### src/rtl/tank_pkg.sv
// Shared types and constants for the tank movement blocks: headings, FSM states,
// HID keycodes and the 640x480 playfield.
package tank_pkg;

  typedef enum logic [2:0] {
    HEAD_N  = 3'd0,
    HEAD_NE = 3'd1,
    HEAD_E  = 3'd2,
    HEAD_SE = 3'd3,
    HEAD_S  = 3'd4,
    HEAD_SW = 3'd5,
    HEAD_W  = 3'd6,
    HEAD_NW = 3'd7
  } heading_t;

  typedef enum logic [1:0] {
    ST_WAIT   = 2'd0,
    ST_ROTATE = 2'd1,
    ST_MOVE   = 2'd2
  } state_t;

  localparam logic [7:0] KEY_W     = 8'h1A;
  localparam logic [7:0] KEY_A     = 8'h04;
  localparam logic [7:0] KEY_S     = 8'h16;
  localparam logic [7:0] KEY_D     = 8'h07;
  localparam logic [7:0] KEY_RIGHT = 8'h4F;
  localparam logic [7:0] KEY_LEFT  = 8'h50;
  localparam logic [7:0] KEY_DOWN  = 8'h51;
  localparam logic [7:0] KEY_UP    = 8'h52;

  localparam int SCREEN_W = 640;
  localparam int SCREEN_H = 480;

  // A key counts as pressed when any of the four report slots carries it.
  function automatic logic key_pressed(input logic [31:0] keycode, input logic [7:0] key);
    return (keycode[7:0] == key) | (keycode[15:8] == key) |
           (keycode[23:16] == key) | (keycode[31:24] == key);
  endfunction

endpackage

### src/rtl/tank_heading_lut.sv
// Heading to per-axis signed unit displacement; axis-aligned headings use STEP,
// diagonals use DIAG_STEP on both axes. Screen Y grows downward, so N is -Y.
module tank_heading_lut
  import tank_pkg::*;
#(
  parameter int STEP      = 3,
  parameter int DIAG_STEP = 2
) (
  input  heading_t           heading,
  output logic signed [11:0] dx,
  output logic signed [11:0] dy
);

  localparam logic signed [11:0] S = 12'(STEP);
  localparam logic signed [11:0] D = 12'(DIAG_STEP);

  // Displacement table indexed by heading.
  always_comb begin
    dx = 12'sd0;
    dy = 12'sd0;
    case (heading)
      HEAD_N:  begin dx = 12'sd0; dy = -S;     end
      HEAD_NE: begin dx = D;      dy = -D;     end
      HEAD_E:  begin dx = S;      dy = 12'sd0; end
      HEAD_SE: begin dx = D;      dy = D;      end
      HEAD_S:  begin dx = 12'sd0; dy = S;      end
      HEAD_SW: begin dx = -D;     dy = D;      end
      HEAD_W:  begin dx = -S;     dy = 12'sd0; end
      HEAD_NW: begin dx = -D;     dy = -D;     end
      default: begin dx = 12'sd0; dy = 12'sd0; end
    endcase
  end

endmodule

### src/rtl/tank_motion.sv
// Per-tank position/heading generator, updated once per video frame.
// Define TANK_DIAG_EN for 8 headings; otherwise the tank turns in 90-degree steps.
module tank_motion
  import tank_pkg::*;
#(
  parameter logic [9:0] INIT_X       = 10'd100,
  parameter logic [9:0] INIT_Y       = 10'd100,
  parameter logic [2:0] INIT_HEADING = 3'd0,
  parameter int         STEP         = 3,
  parameter int         DIAG_STEP    = 2,
  parameter int         TANK_SIZE    = 8,
  parameter int         X_MIN        = 0,
  parameter int         X_MAX        = SCREEN_W - 1,
  parameter int         Y_MIN        = 0,
  parameter int         Y_MAX        = SCREEN_H - 1,
  parameter int         ROT_COOLDOWN = 8,
  parameter logic [7:0] KEY_FWD      = 8'h1A,
  parameter logic [7:0] KEY_BACK     = 8'h16,
  parameter logic [7:0] KEY_LEFT     = 8'h04,
  parameter logic [7:0] KEY_RIGHT    = 8'h07
) (
  input  logic        Clk,
  input  logic        Reset,
  input  logic        frame_clk,
  input  logic [31:0] keycode,
  output logic [9:0]  TankX,
  output logic [9:0]  TankY,
  output logic [2:0]  Heading,
  output logic        moving,
  output logic        update_done
);

  localparam int CD_W = $clog2(ROT_COOLDOWN) + 1;
  localparam logic signed [11:0] SIZE12 = 12'(TANK_SIZE);
  localparam logic signed [11:0] XMIN12 = 12'(X_MIN);
  localparam logic signed [11:0] XMAX12 = 12'(X_MAX);
  localparam logic signed [11:0] YMIN12 = 12'(Y_MIN);
  localparam logic signed [11:0] YMAX12 = 12'(Y_MAX);

`ifdef TANK_DIAG_EN
  localparam logic [2:0] ROT_STEP  = 3'd1;
  localparam heading_t   HEAD_INIT = heading_t'(INIT_HEADING);
`else
  localparam logic [2:0] ROT_STEP  = 3'd2;
  localparam heading_t   HEAD_INIT = heading_t'(INIT_HEADING & 3'b110);
`endif

  state_t            state_r;
  heading_t          heading_r;
  logic              frame_q_r;
  logic              fwd_r, back_r, left_r, right_r;
  logic [CD_W-1:0]   cooldown_r;
  logic [9:0]        tank_x_r, tank_y_r;
  logic              moving_r, done_r;

  logic              tick_s, turn_s;
  logic signed [11:0] dx_s, dy_s, delta_x_s, delta_y_s, cand_x_s, cand_y_s;
  logic              ok_x_s, ok_y_s;
  logic [9:0]        next_x_s, next_y_s;

  assign tick_s = frame_clk & ~frame_q_r;
  assign turn_s = left_r ^ right_r;

  tank_heading_lut #(
    .STEP      (STEP),
    .DIAG_STEP (DIAG_STEP)
  ) u_lut (
    .heading (heading_r),
    .dx      (dx_s),
    .dy      (dy_s)
  );

  // Candidate position for this frame; each axis is bounds-checked on its own so
  // a diagonal against a wall keeps sliding along it.
  always_comb begin
    delta_x_s = 12'sd0;
    delta_y_s = 12'sd0;
    if (fwd_r && !back_r) begin
      delta_x_s = dx_s;
      delta_y_s = dy_s;
    end else if (back_r && !fwd_r) begin
      delta_x_s = -dx_s;
      delta_y_s = -dy_s;
    end else begin
      delta_x_s = 12'sd0;
      delta_y_s = 12'sd0;
    end
    cand_x_s = $signed({2'b00, tank_x_r}) + delta_x_s;
    cand_y_s = $signed({2'b00, tank_y_r}) + delta_y_s;
    ok_x_s   = ((cand_x_s - SIZE12) >= XMIN12) && ((cand_x_s + SIZE12) <= XMAX12);
    ok_y_s   = ((cand_y_s - SIZE12) >= YMIN12) && ((cand_y_s + SIZE12) <= YMAX12);
    next_x_s = ok_x_s ? cand_x_s[9:0] : tank_x_r;
    next_y_s = ok_y_s ? cand_y_s[9:0] : tank_y_r;
  end

  // Frame FSM: latch keys on the tick, rotate, then commit the move.
  always_ff @(posedge Clk) begin
    if (Reset) begin
      state_r    <= ST_WAIT;
      heading_r  <= HEAD_INIT;
      frame_q_r  <= 1'b0;
      fwd_r      <= 1'b0;
      back_r     <= 1'b0;
      left_r     <= 1'b0;
      right_r    <= 1'b0;
      cooldown_r <= {CD_W{1'b0}};
      tank_x_r   <= INIT_X;
      tank_y_r   <= INIT_Y;
      moving_r   <= 1'b0;
      done_r     <= 1'b0;
    end else begin
      frame_q_r <= frame_clk;
      done_r    <= 1'b0;
      case (state_r)
        ST_WAIT: begin
          if (tick_s) begin
            fwd_r   <= key_pressed(keycode, KEY_FWD);
            back_r  <= key_pressed(keycode, KEY_BACK);
            left_r  <= key_pressed(keycode, KEY_LEFT);
            right_r <= key_pressed(keycode, KEY_RIGHT);
            state_r <= ST_ROTATE;
          end
        end
        ST_ROTATE: begin
          if (turn_s) begin
            if (cooldown_r == {CD_W{1'b0}}) begin
              heading_r  <= right_r ? heading_t'(heading_r + ROT_STEP)
                                    : heading_t'(heading_r - ROT_STEP);
              cooldown_r <= CD_W'(ROT_COOLDOWN - 1);
            end else begin
              cooldown_r <= cooldown_r - CD_W'(1);
            end
          end else begin
            cooldown_r <= {CD_W{1'b0}};
          end
          done_r  <= 1'b1;
          state_r <= ST_MOVE;
        end
        ST_MOVE: begin
          tank_x_r <= next_x_s;
          tank_y_r <= next_y_s;
          moving_r <= (next_x_s != tank_x_r) || (next_y_s != tank_y_r);
          state_r  <= ST_WAIT;
        end
        default: state_r <= ST_WAIT;
      endcase
    end
  end

  assign TankX       = tank_x_r;
  assign TankY       = tank_y_r;
  assign Heading     = heading_r;
  assign moving      = moving_r;
  assign update_done = done_r;

endmodule

### config.mk
export PLATFORM = sky130hd
export DESIGN_NAME = tank_motion
export DESIGN_NICKNAME = d
export VERILOG_FILES = /design/src/rtl/tank_pkg.sv /design/src/rtl/tank_heading_lut.sv /design/src/rtl/tank_motion.sv
export SDC_FILE = /design/constraint.sdc
export NUM_CORES = 1
export LEC_CHECK = 0
export ABC_AREA = 1
export BUFFER_PORTS_ARGS = -buffer_cell sky130_fd_sc_hd__buf_2
export CAP_MARGIN = 20
export CORE_ASPECT_RATIO = 2
export CORE_UTILIZATION = 55
export DETAILED_ROUTE_END_ITERATION = 10
export PLACE_DENSITY = 0.77
export SYNTH_ARGS = -nofsm -noshare
export SYNTH_HDL_FRONTEND = slang
export SYNTH_SLANG_ARGS = --single-unit
### constraint.sdc
create_clock -name Clk -period 4.6 [get_ports Clk]
set_clock_uncertainty 0.05 [all_clocks]
set_input_delay 0.23 -clock Clk [delete_from_list [all_inputs] [get_ports Clk]]
set_output_delay 0.23 -clock Clk [all_outputs]
set_load 0.05 [all_outputs]
### Word level (Yosys, flattened, before mapping)

Memory sizes are Yosys's and may differ from the RTL's. A register that Yosys moved wholly into a read port is not among the register bits.
Cells that the tools add are included.

* memories: 1
* bits in read-only memories: 192
* bits in registers: 36
* output and inout port bits: 25
* logic and storage cells: 89

* bitwise gates (word level): 15
* mux-type cells: 14
* magnitude comparators: 4
* eq/ne operators: 21
* reduce and logical (&&, ||, !) cells: 11
* add/subtract/negate cells: 11

Memory list
* (no name shown): words 8, bits a word 24, rd ports 1, clocked after memory_dff 1, wr ports 0, line tank_heading_lut.sv:21 `case (heading)`

Operator list (count)
* $eq A8 B3 Y1 const B: 8
* $eq A8 B5 Y1 const B: 8
* $mux W12: 4
* $add A11 B12 Y12: 2
* $add A12 B5 Y12 const B: 2
* $ge A12 B1 Y1 const B: 2
* $neg A12 Y12: 2
* $sub A12 B5 Y12 const B: 2
* $mux W10: 2
* $ne A10 B10 Y1: 2
* $le A12 B10 Y1 const B: 1
* $le A12 B11 Y1 const B: 1
* $or A1 B1 Y1: 12
* $mux W3: 3
* $mux W4: 2
* $logic_and A1 B1 Y1: 4
* $logic_not A4 Y1: 1
* $pmux W2 S2: 1
* $sub A4 B1 Y4 const B: 1
* $add A3 B2 Y3 const B: 1
* $reduce_and A3 Y1: 1
* $sub A3 B2 Y3 const B: 1
* $eq A2 B1 Y1 const B: 1
* $eq A2 B2 Y1 const B: 1
* 10 further kinds: 11

### Depth between registers and ports, before layout

Gate-level depths: netlist of the first run.

* depth after elaboration: 11
* gate-level depth with buffers: 33
* gate-level depth less buffers: 31

### By module

Synthesis of the first run repeated with hierarchy kept, for this count alone.

* cell total of the unflattened synthesis: 859
* area, all modules: 4758.3 um^2

Modules (own cells, without submodules)
* tank_motion: times used 1, area an instance 4573.1 um^2, cells an instance 828
* tank_heading_lut: times used 1, area an instance 185.2 um^2, cells an instance 31

### Worst setup path after synthesis of the first run

OpenSTA, ideal clock, no wires.

* path type: reg-to-reg
* start: register back_r
* end: register moving_r, in the netlist moving
* path buffers: 3
* setup slack: 1101 ps
* cell stages (with the launch flop): 32
* arrival time: 3331 ps
* library setup time: 118 ps
* cells stage by stage: dfxtp_1 > nand2_1 > buf_2 > a21oi_1 > ha_1 > inv_1 > fa_1 > inv_1 > nand2_1 > nand2_1 > nand3_1 > nand2_1 > ha_1 > inv_1 > nor2_1 > nand2_1 > nand2_1 > nand2_1 > nand2_1 > nand2_1 > nand2_1 > nand2_4 > nand2_2 > buf_6 > inv_2 > buf_6 > nand3_1 > nand2_1 > nor2_1 > nand3_1 > nor2_1 > nor2_1

* longest elaborated chain between the ends: 10
* elaborated cells between the ends (all ways): 24

RTL lines
* from (decl): line tank_motion.sv:51 `logic fwd_r, back_r, left_r, right_r;`
* from (signal assigned): line tank_motion.sv:118 `back_r <= key_pressed(keycode, KEY_BACK);`
* $logic_and A1 B1 Y1 / $logic_not A1 Y1 (equally long branches): line tank_motion.sv:81, tank_motion.sv:78
* $mux W12 / $logic_and A1 B1 Y1 (equally long branches): line tank_motion.sv:81, tank_motion.sv:78
* $mux W12: line tank_motion.sv:78 `if (fwd_r && !back_r) begin`
* $add A11 B12 Y12, on equally long branches: line tank_motion.sv:88, tank_motion.sv:89
* $sub A12 B5 Y12, or another cell as far along: line tank_motion.sv:90 `ok_x_s = ((cand_x_s - SIZE12) >= XMIN12) && ((cand_x_s + SIZE12) <= XMAX12);`
* $ge A12 B1 Y1, or another cell as far along: line tank_motion.sv:90
* $logic_and A1 B1 Y1, on equally long branches: line tank_motion.sv:90, tank_motion.sv:91
* $mux W10, on equally long branches: line tank_motion.sv:92, tank_motion.sv:93
* $ne A10 B10 Y1: line tank_motion.sv:142 `moving_r <= (next_x_s != tank_x_r) || (next_y_s != tank_y_r);`
* $logic_or A1 B1 Y1 *: line tank_motion.sv:142
* to (signal assigned): line tank_motion.sv:142
* to (decl): line tank_motion.sv:54 `logic moving_r, done_r;`

Every way passes the cells marked *; elsewhere a longest branch is shown, timed or not.
A chain may end at the register's enable or synchronous reset.

### Worst setup path in the final report of the first run

Same ends and word-level chain as after synthesis.

==> impl_metrics.tcl, run 1 <==
set metrics [dict create \
    ios 60 \
    globalRouteMet1Util_pct 30.73 \
    setup_tns_ns 0 \
    cp-start-kind "flip-flop" \
    drive_gt1_share_pct 13.75 \
    clock-sinks 41 \
    fp.dieH_um 129.1 \
    antenna_left 0 \
    synthFlopType "dfxtp_1" \
    via_per_inst 5.566 \
    use_met3_pct 5.282 \
    async_flop_share_pct 0 \
    netSwitchingPower_uw 462.7 \
    syn-instance-count 774 \
    max_freq_mhz 247.2 \
    antenna_found_initial 0 \
    dr.first_iter.drc_count 274 \
    clock_path_buffers 2 \
    postLayoutCellArea_um2 4979 \
    worst_path_most_repeated_cell "nand2_1" \
    routedWlPerCell_um 13.85 \
    endpoint_kind "flip-flop" \
    critPathMaxStageDelay_ns 0.40 \
    hold_path_depth 3 \
    ys_ff_latch 41 \
    worst-path-max-fanout 20 \
    dr.pass1.iters 5 \
    area_delta_synth_final_pct 11.99 \
    seq_power_share_pct 31.9 \
    htreeDepth 2 \
    grt_max_degree 40 \
    start_util_pct 56.38 \
    syn_nets 842 \
    hold_viol 0 \
    post-dp-hpwl_mm 10.20 \
    grt_use_met2_pct 61.86 \
    slew_violations 0 \
    pwr-share-comb_pct 33.9 \
    final_core_util_pct 63.14 \
    gr-total-overflow 0 \
    r2r_slack_ns 0.55 \
    hp-class "input pin to flip-flop" \
    worstReg2RegEnd "moving" \
    total_leakage_power_nw 2.705 \
    irDropWorstVdd_uv 171.7 \
    fp.coreArea_um2 7885 \
    status "completed" \
    root_buffer "clkbuf_16" \
    tightest_slew_ns 0.9833 \
    cts_hold_buf 0 \
    synth_seq_area_share_pct 18.46 \
    io_buffer_count 58 \
    clock_latency_ns 0.29 \
    placed_area_um2 4807 \
    antennaDiodeCount 0 \
    cts_buffers 5 \
    min_from "frame_clk" \
    rsz0062_at_grt "false" \
    period_minus_slack_ns 4.046 \
    grt_util_all_layers_pct 32.77 \
    drcViolationCount 0 \
    p_int_uw 758.4 \
    hold_end "frame_q_r" \
    r2r-start "back_r" \
    postCtsSetupRepairBufs 0 \
    cp.required_ns 4.73 \
    ys_top_cells_by_area "dfxtp_1, nand2_1, inv_1" \
    syn_area_um2 4446 \
    die-area_um2 8468 \
    grt_pass1_wl_mm 21.58 \
    grt_busiest_layer "met2" \
    synth_top_area_share_pct 18.46 \
    fin_nets 896 \
    powerDensity_nw_per_um2 245.3 \
    gp_congestion 1.034 \
    rows 46 \
    worstSetupPathType "flip-flop to flip-flop" \
    switching_share_pct 37.89 \
    clkTransAtPathRegs_ns 0.06 \
    fp.dieW_um 65.57 \
    max-cap-violations 0 \
    cpMaxStageDelayCell "fa_1" \
    worstPathArrival_ns 4.18 \
    num_vias 5149 \
    setup_viol 0 \
    syn_area_per_cell_um2 5.744 \
    yosys.area.top_type "dfxtp_1" \
    fin_hold_ws_ns 0.1180 \
    grt_pass1_vias 4987 \
    wirelength_mm 12.81 \
    reg2reg_depth 28 \
    synth_cell_types 40 \
    cts_resized 0 \
    finalCritPeriodShare_pct 87.96 \
    yosysWarnings 0 \
    cts_tree "yes" \
    synth-edff-count 0 \
    timing.slew.headroom_pct 34.38 \
    p_clk_share_pct 34.1 \
]
==> power groups by stage <==
stage	Sequential [mW]	Clock, mW	Combinational [mW]
floorplan	0.421	0	0.281
detailed placement	0.397	0	0.408
global placement	0.397	0	0.397
CTS	0.389	0.422	0.410
finish	0.390	0.417	0.414
global route	0.392	0.434	0.465
==> synth_stat cells (2+ instances only) <==
cell / n
nand4_1: 38
nand4_2: 2
dfxtp_1: 41
buf_2: 3
buf_6: 2
nand2_4: 2
a21oi_2: 2
nor2_1: 75
nand2_2: 14
nand2_1: 184
nand3_1: 61
nor2_4: 3
xnor2_1: 4
inv_1: 151
buf_4: 2
or2_2: 2
o22ai_1: 2
o21ai_0: 55
nor2_2: 4
nor4_1: 5
inv_2: 10
fa_1: 2
ha_1: 31
nor3_1: 12
nand3b_1: 7
clkbuf_1: 9
a31oi_1: 3
a21oi_1: 36
==> worst max-delay path, delay by kind of cell, from the launching register on <==
| family | cells | cell delay (ns) |
|---|---|---|
| AOI/OAI and AO/OA | 1 | 0.23 |
| adders and majority gates | 3 | 0.86 |
| DFF | 1 | 0.36 |
| and+or+nand+nor | 20 | 2.02 |
| buffers and inverters | 4 | 0.40 |
==> through the flow <==
stage	setup WS [ns]	total power [mW]	cells
2_1_floorplan	1.101	0.7021	774
3_3_place_gp	0.7892	0.7934	917
3_5_place_dp	0.5952	0.8043	917
4_1_cts	0.5636	1.221	925
5_1_grt	0.1603	1.291	925
6_report	0.5540	1.221	925
==> cells by family (layout without fill, tap and decap cells) <==
group | after synthesis | after routing | share of synthesized area (%)
flip-flops | 41 | 41 | 18.46
AO/OA/AOI/OAI | 104 | 104 | 12.55
buffers and inverters | 177 | 232 | 15.54
AND/OR/NAND/NOR | 413 | 413 | 42.75
adder cells (fa/ha/maj) | 33 | 33 | 9.626
other | 1 | 1 | 0.08435
XOR/XNOR | 5 | 5 | 0.9850
==> per-layer routing <==
metal  share of wire [%]  wire [um]
met1                  36       4568
met2                  55       7012
met3                 3.8        484
met4                 5.8        746
met5                   0          0
==> state kept, by name (all words and copies together) (netlist names) <==
register     count
Heading          2
right_r          1
back_r           1
cooldown_r       4
fwd_r            1
u_lut.dy         3
left_r           1
u_lut.dx         3
moving           1
state_r          2
update_done      1
frame_q_r        1
TankY           10
TankX           10
==> layout by cell type, fill, tap and decap left out, types with 3 or more instances in the layout <==
| master | n |
|---|---|
| a21oi_1 | 36 |
| a31oi_1 | 3 |
| buf_2 | 58 |
| buf_4 | 5 |
| clkbuf_16 | 5 |
| dfxtp_1 | 41 |
| ha_1 | 31 |
| inv_1 | 151 |
| inv_2 | 10 |
| nand2_1 | 184 |
| nand2_2 | 14 |
| nand3_1 | 61 |
| nand3b_1 | 7 |
| nand4_1 | 38 |
| nor2_1 | 75 |
| nor2_2 | 4 |
| nor2_4 | 3 |
| nor3_1 | 12 |
| nor4_1 | 5 |
| o21ai_0 | 55 |
| xnor2_1 | 4 |
==> how the worst max path moves through the flow <==
stage | startpoint | endpoint | slack [ns] | depth (start not counted)
4_1_cts | back_r | moving | 0.56 | 28
2_1_floorplan | back_r | moving | 1.10 | 31
3_3_place_gp | back_r | moving | 0.79 | 28
3_5_place_dp | back_r | moving | 0.60 | 28
5_1_grt | fwd_r | moving | 0.16 | 29
6_report | back_r | moving | 0.55 | 28
==> cell type report <==
class                      instances  area [um2]
multi-input combinational        556        2934
fill                             794        2907
sequential                        41       820.8
inverter                         161       604.3
timing repair buffer              63       327.8
clock buffer                       5       125.1
tap                               96       120.1
clock inverter                     3       46.29
Note: power is estimated with default switching activity, not from simulation.
==> run 2, diff against run 1 <==
--- a/config.mk
+++ b/config.mk
@@ -11,7 +11,8 @@
 export CORE_ASPECT_RATIO = 2
 export CORE_UTILIZATION = 55
 export DETAILED_ROUTE_END_ITERATION = 10
-export PLACE_DENSITY = 0.77
+export PLACE_DENSITY = 0.76
 export SYNTH_ARGS = -nofsm -noshare
 export SYNTH_HDL_FRONTEND = slang
+export SYNTH_HIERARCHICAL = 1
 export SYNTH_SLANG_ARGS = --single-unit
==> impl_metrics.tcl, run 2 <==
set metrics [dict create \
    status "completed" \
    hold_path_depth 3 \
    postLayoutCellArea_um2 5235 \
    grt_max_degree 38 \
    io_buffer_count 58 \
    grt_pass1_vias 5203 \
    synth_cell_types 44 \
    synth_top_area_share_pct 16.17 \
    setup_tns_ns 0 \
    ios 60 \
    antenna_found_initial 0 \
    critPathMaxStageDelay_ns 0.43 \
    crit_path_end "moving" \
    tightest_slew_ns 0.8794 \
    ys_ff_latch 35 \
    yosys.area.top_type "nand2_1" \
    r2r_slack_ns 0.42 \
    finalCritPeriodShare_pct 90.88 \
    critPathLaunch "Heading[1]" \
    gp_congestion 0.9312 \
    async_flop_share_pct 0 \
    period_minus_slack_ns 4.181 \
    htreeDepth 2 \
    endpoint_kind "flip-flop" \
    multiInputGateArea_um2 3272 \
    synthTopCellsByCount "nand2_1, inv_1, nor2_1" \
    power_uw 917.6 \
    fp.dieH_um 133.5 \
    cp-start-kind "flip-flop" \
    hold_viol 0 \
    irDropWorstVdd_uv 122.8 \
    max-cap-violations 0 \
    layout_common_cells "nand2_1, inv_1, nor2_1, nand3_1, buf_2" \
    via_per_inst 5.538 \
    grt_util_all_layers_pct 32.66 \
    timing.slew.headroom_pct 41.01 \
    cts_tree "yes" \
    gr-total-overflow 0 \
    r2r-start "Heading[1]" \
    placed_cells 994 \
    post-dp-hpwl_mm 11.07 \
    die-area_um2 9050 \
    area_delta_synth_final_pct 10.02 \
    fillCellCount 860 \
    postCtsSetupRepairBufs 0 \
    yosysWarnings 6 \
    fp.dieW_um 67.77 \
    worst-path-max-fanout 37 \
    total_leakage_power_nw 2.833 \
    yosysMostFrequentCell "nand2_1" \
    layoutNonFillerInstCount 1002 \
    cp.required_ns 4.74 \
    fp.coreArea_um2 8351 \
    synth-edff-count 0 \
    worstPathArrival_ns 4.32 \
    antenna_left 0 \
    rows 47 \
    cpMaxStageDelayCell "fa_1" \
    powerDensity_nw_per_um2 175.3 \
    drive_gt1_share_pct 12.94 \
    grt_pass1_wl_mm 22.78 \
    final_core_util_pct 62.69 \
    start_util_pct 56.98 \
    worst_path_most_repeated_cell "nand2_1" \
    final_common_cell "nand2_1" \
    max_freq_mhz 239.2 \
    worstSetupPathType "flip-flop to flip-flop" \
    placed_area_um2 5051 \
    clock_path_buffers 2 \
    seqCellArea_um2 701.9 \
    slew_violations 0 \
    worstReg2RegEnd "moving" \
    wirelength_mm 13.84 \
    ys_top_cells_by_area "nand2_1, dfxtp_1, inv_1" \
    antennaDiodeCount 0 \
    synth_seq_area_share_pct 14.73 \
    syn_area_um2 4758 \
    fin_nets 967 \
    setup_viol 0 \
    clock-sinks 35 \
    clkTransAtPathRegs_ns 0.06 \
    syn_area_per_cell_um2 5.539 \
    drcViolationCount 0 \
    num_vias 5549 \
    dr.pass1.iters 5 \
    cts_buffers 5 \
    root_buffer "clkbuf_16" \
    synthFlopType "dfxtp_1" \
    reg2reg_depth 29 \
    routedWlPerCell_um 13.81 \
    clock_latency_ns 0.29 \
    dr.first_iter.drc_count 304 \
    hp-class "input pin to flip-flop" \
    syn-instance-count 859 \
]
-- run 2: cell types whose count changed after synthesis, sizes merged, moves of 7 or more --
| cell | previous run | this run |
|---|---|---|
| a21oi | 38 | 51 |
| buf | 7 | 29 |
| nand2 | 200 | 213 |
| nand3 | 61 | 80 |
| nor2 | 82 | 99 |
| nor3 | 13 | 20 |
| xor2 | 1 | 8 |
-- run 2: stage by stage --
stage	hold slack [ns]	setup WS, ns
6_report	0.1184	0.4195
5_1_grt	0.1467	-0.04991
4_1_cts	0.1165	0.2586
3_5_place_dp	0.4201	0.2625
3_3_place_gp	0.4157	0.3312
2_1_floorplan	0.2870	0.3590
-- run 2: how the worst min path moves through the flow --
stage                  start       endpoint  slack (ns)
2_1_floorplan      frame_clk      frame_q_r        0.29
3_3_place_gp   cooldown_r[1]  cooldown_r[1]        0.42
3_5_place_dp       frame_clk      frame_q_r        0.42
4_1_cts            frame_clk      frame_q_r        0.12
5_1_grt            frame_clk      frame_q_r        0.15
6_report           frame_clk      frame_q_r        0.12
-- run 2: critical path: cells and delay by family (launching register included) --
kind / cells / cell delay [ns]
and+or+nand+nor: 16 / 1.40
adders and majority gates: 3 / 0.97
buffers and inverters: 7 / 0.62
xor gates and xnor gates: 2 / 0.44
DFF: 1 / 0.40
AOI/OAI and AO/OA: 1 / 0.19
-- run 2: final cells by class --
class                   instances  share of cell area [%]
flip-flops and latches         35                   13.41
multi-input cells             633                   62.50
well taps                      98                   2.342
clock buffers                   6                   2.462
clock inverters                 2                  0.2390
repair buffers                 72                   7.863
inverters                     156                   11.19
-- run 2: repair_timing --
action | in CTS | in global routing
hold buffers | 0 | 0
endpoints found under the setup margin | 0 | 16
resized for setup | 0 | 13
-- run 2: routing by layer --
metal	global-route usage, %	vias up	share of wire, %
met5	0	-	0
met4	22.80	0	6.9
met3	6.592	63	3.5
met2	58.42	151	53
met1	31.28	2498	37
li1	-	2837	-
-- run 2: cell families after synthesis --
group / Yosys count / synth area share (%)
AO/OA/AOI/OAI: 121 / 13.33
XOR/XNOR: 16 / 3.497
adder cells (fa/ha/maj): 29 / 7.941
buffers and inverters: 195 / 17.62
flip-flops: 35 / 14.73
other: 1 / 0.07881
AND/OR/NAND/NOR: 462 / 42.81
-- run 2: power breakdown --
part	switching, mW	internal, mW	leakage (nW)
clock	0.143	0.200	0.0669
combinational	0.163	0.0792	2.48
sequential	0.0171	0.315	0.285
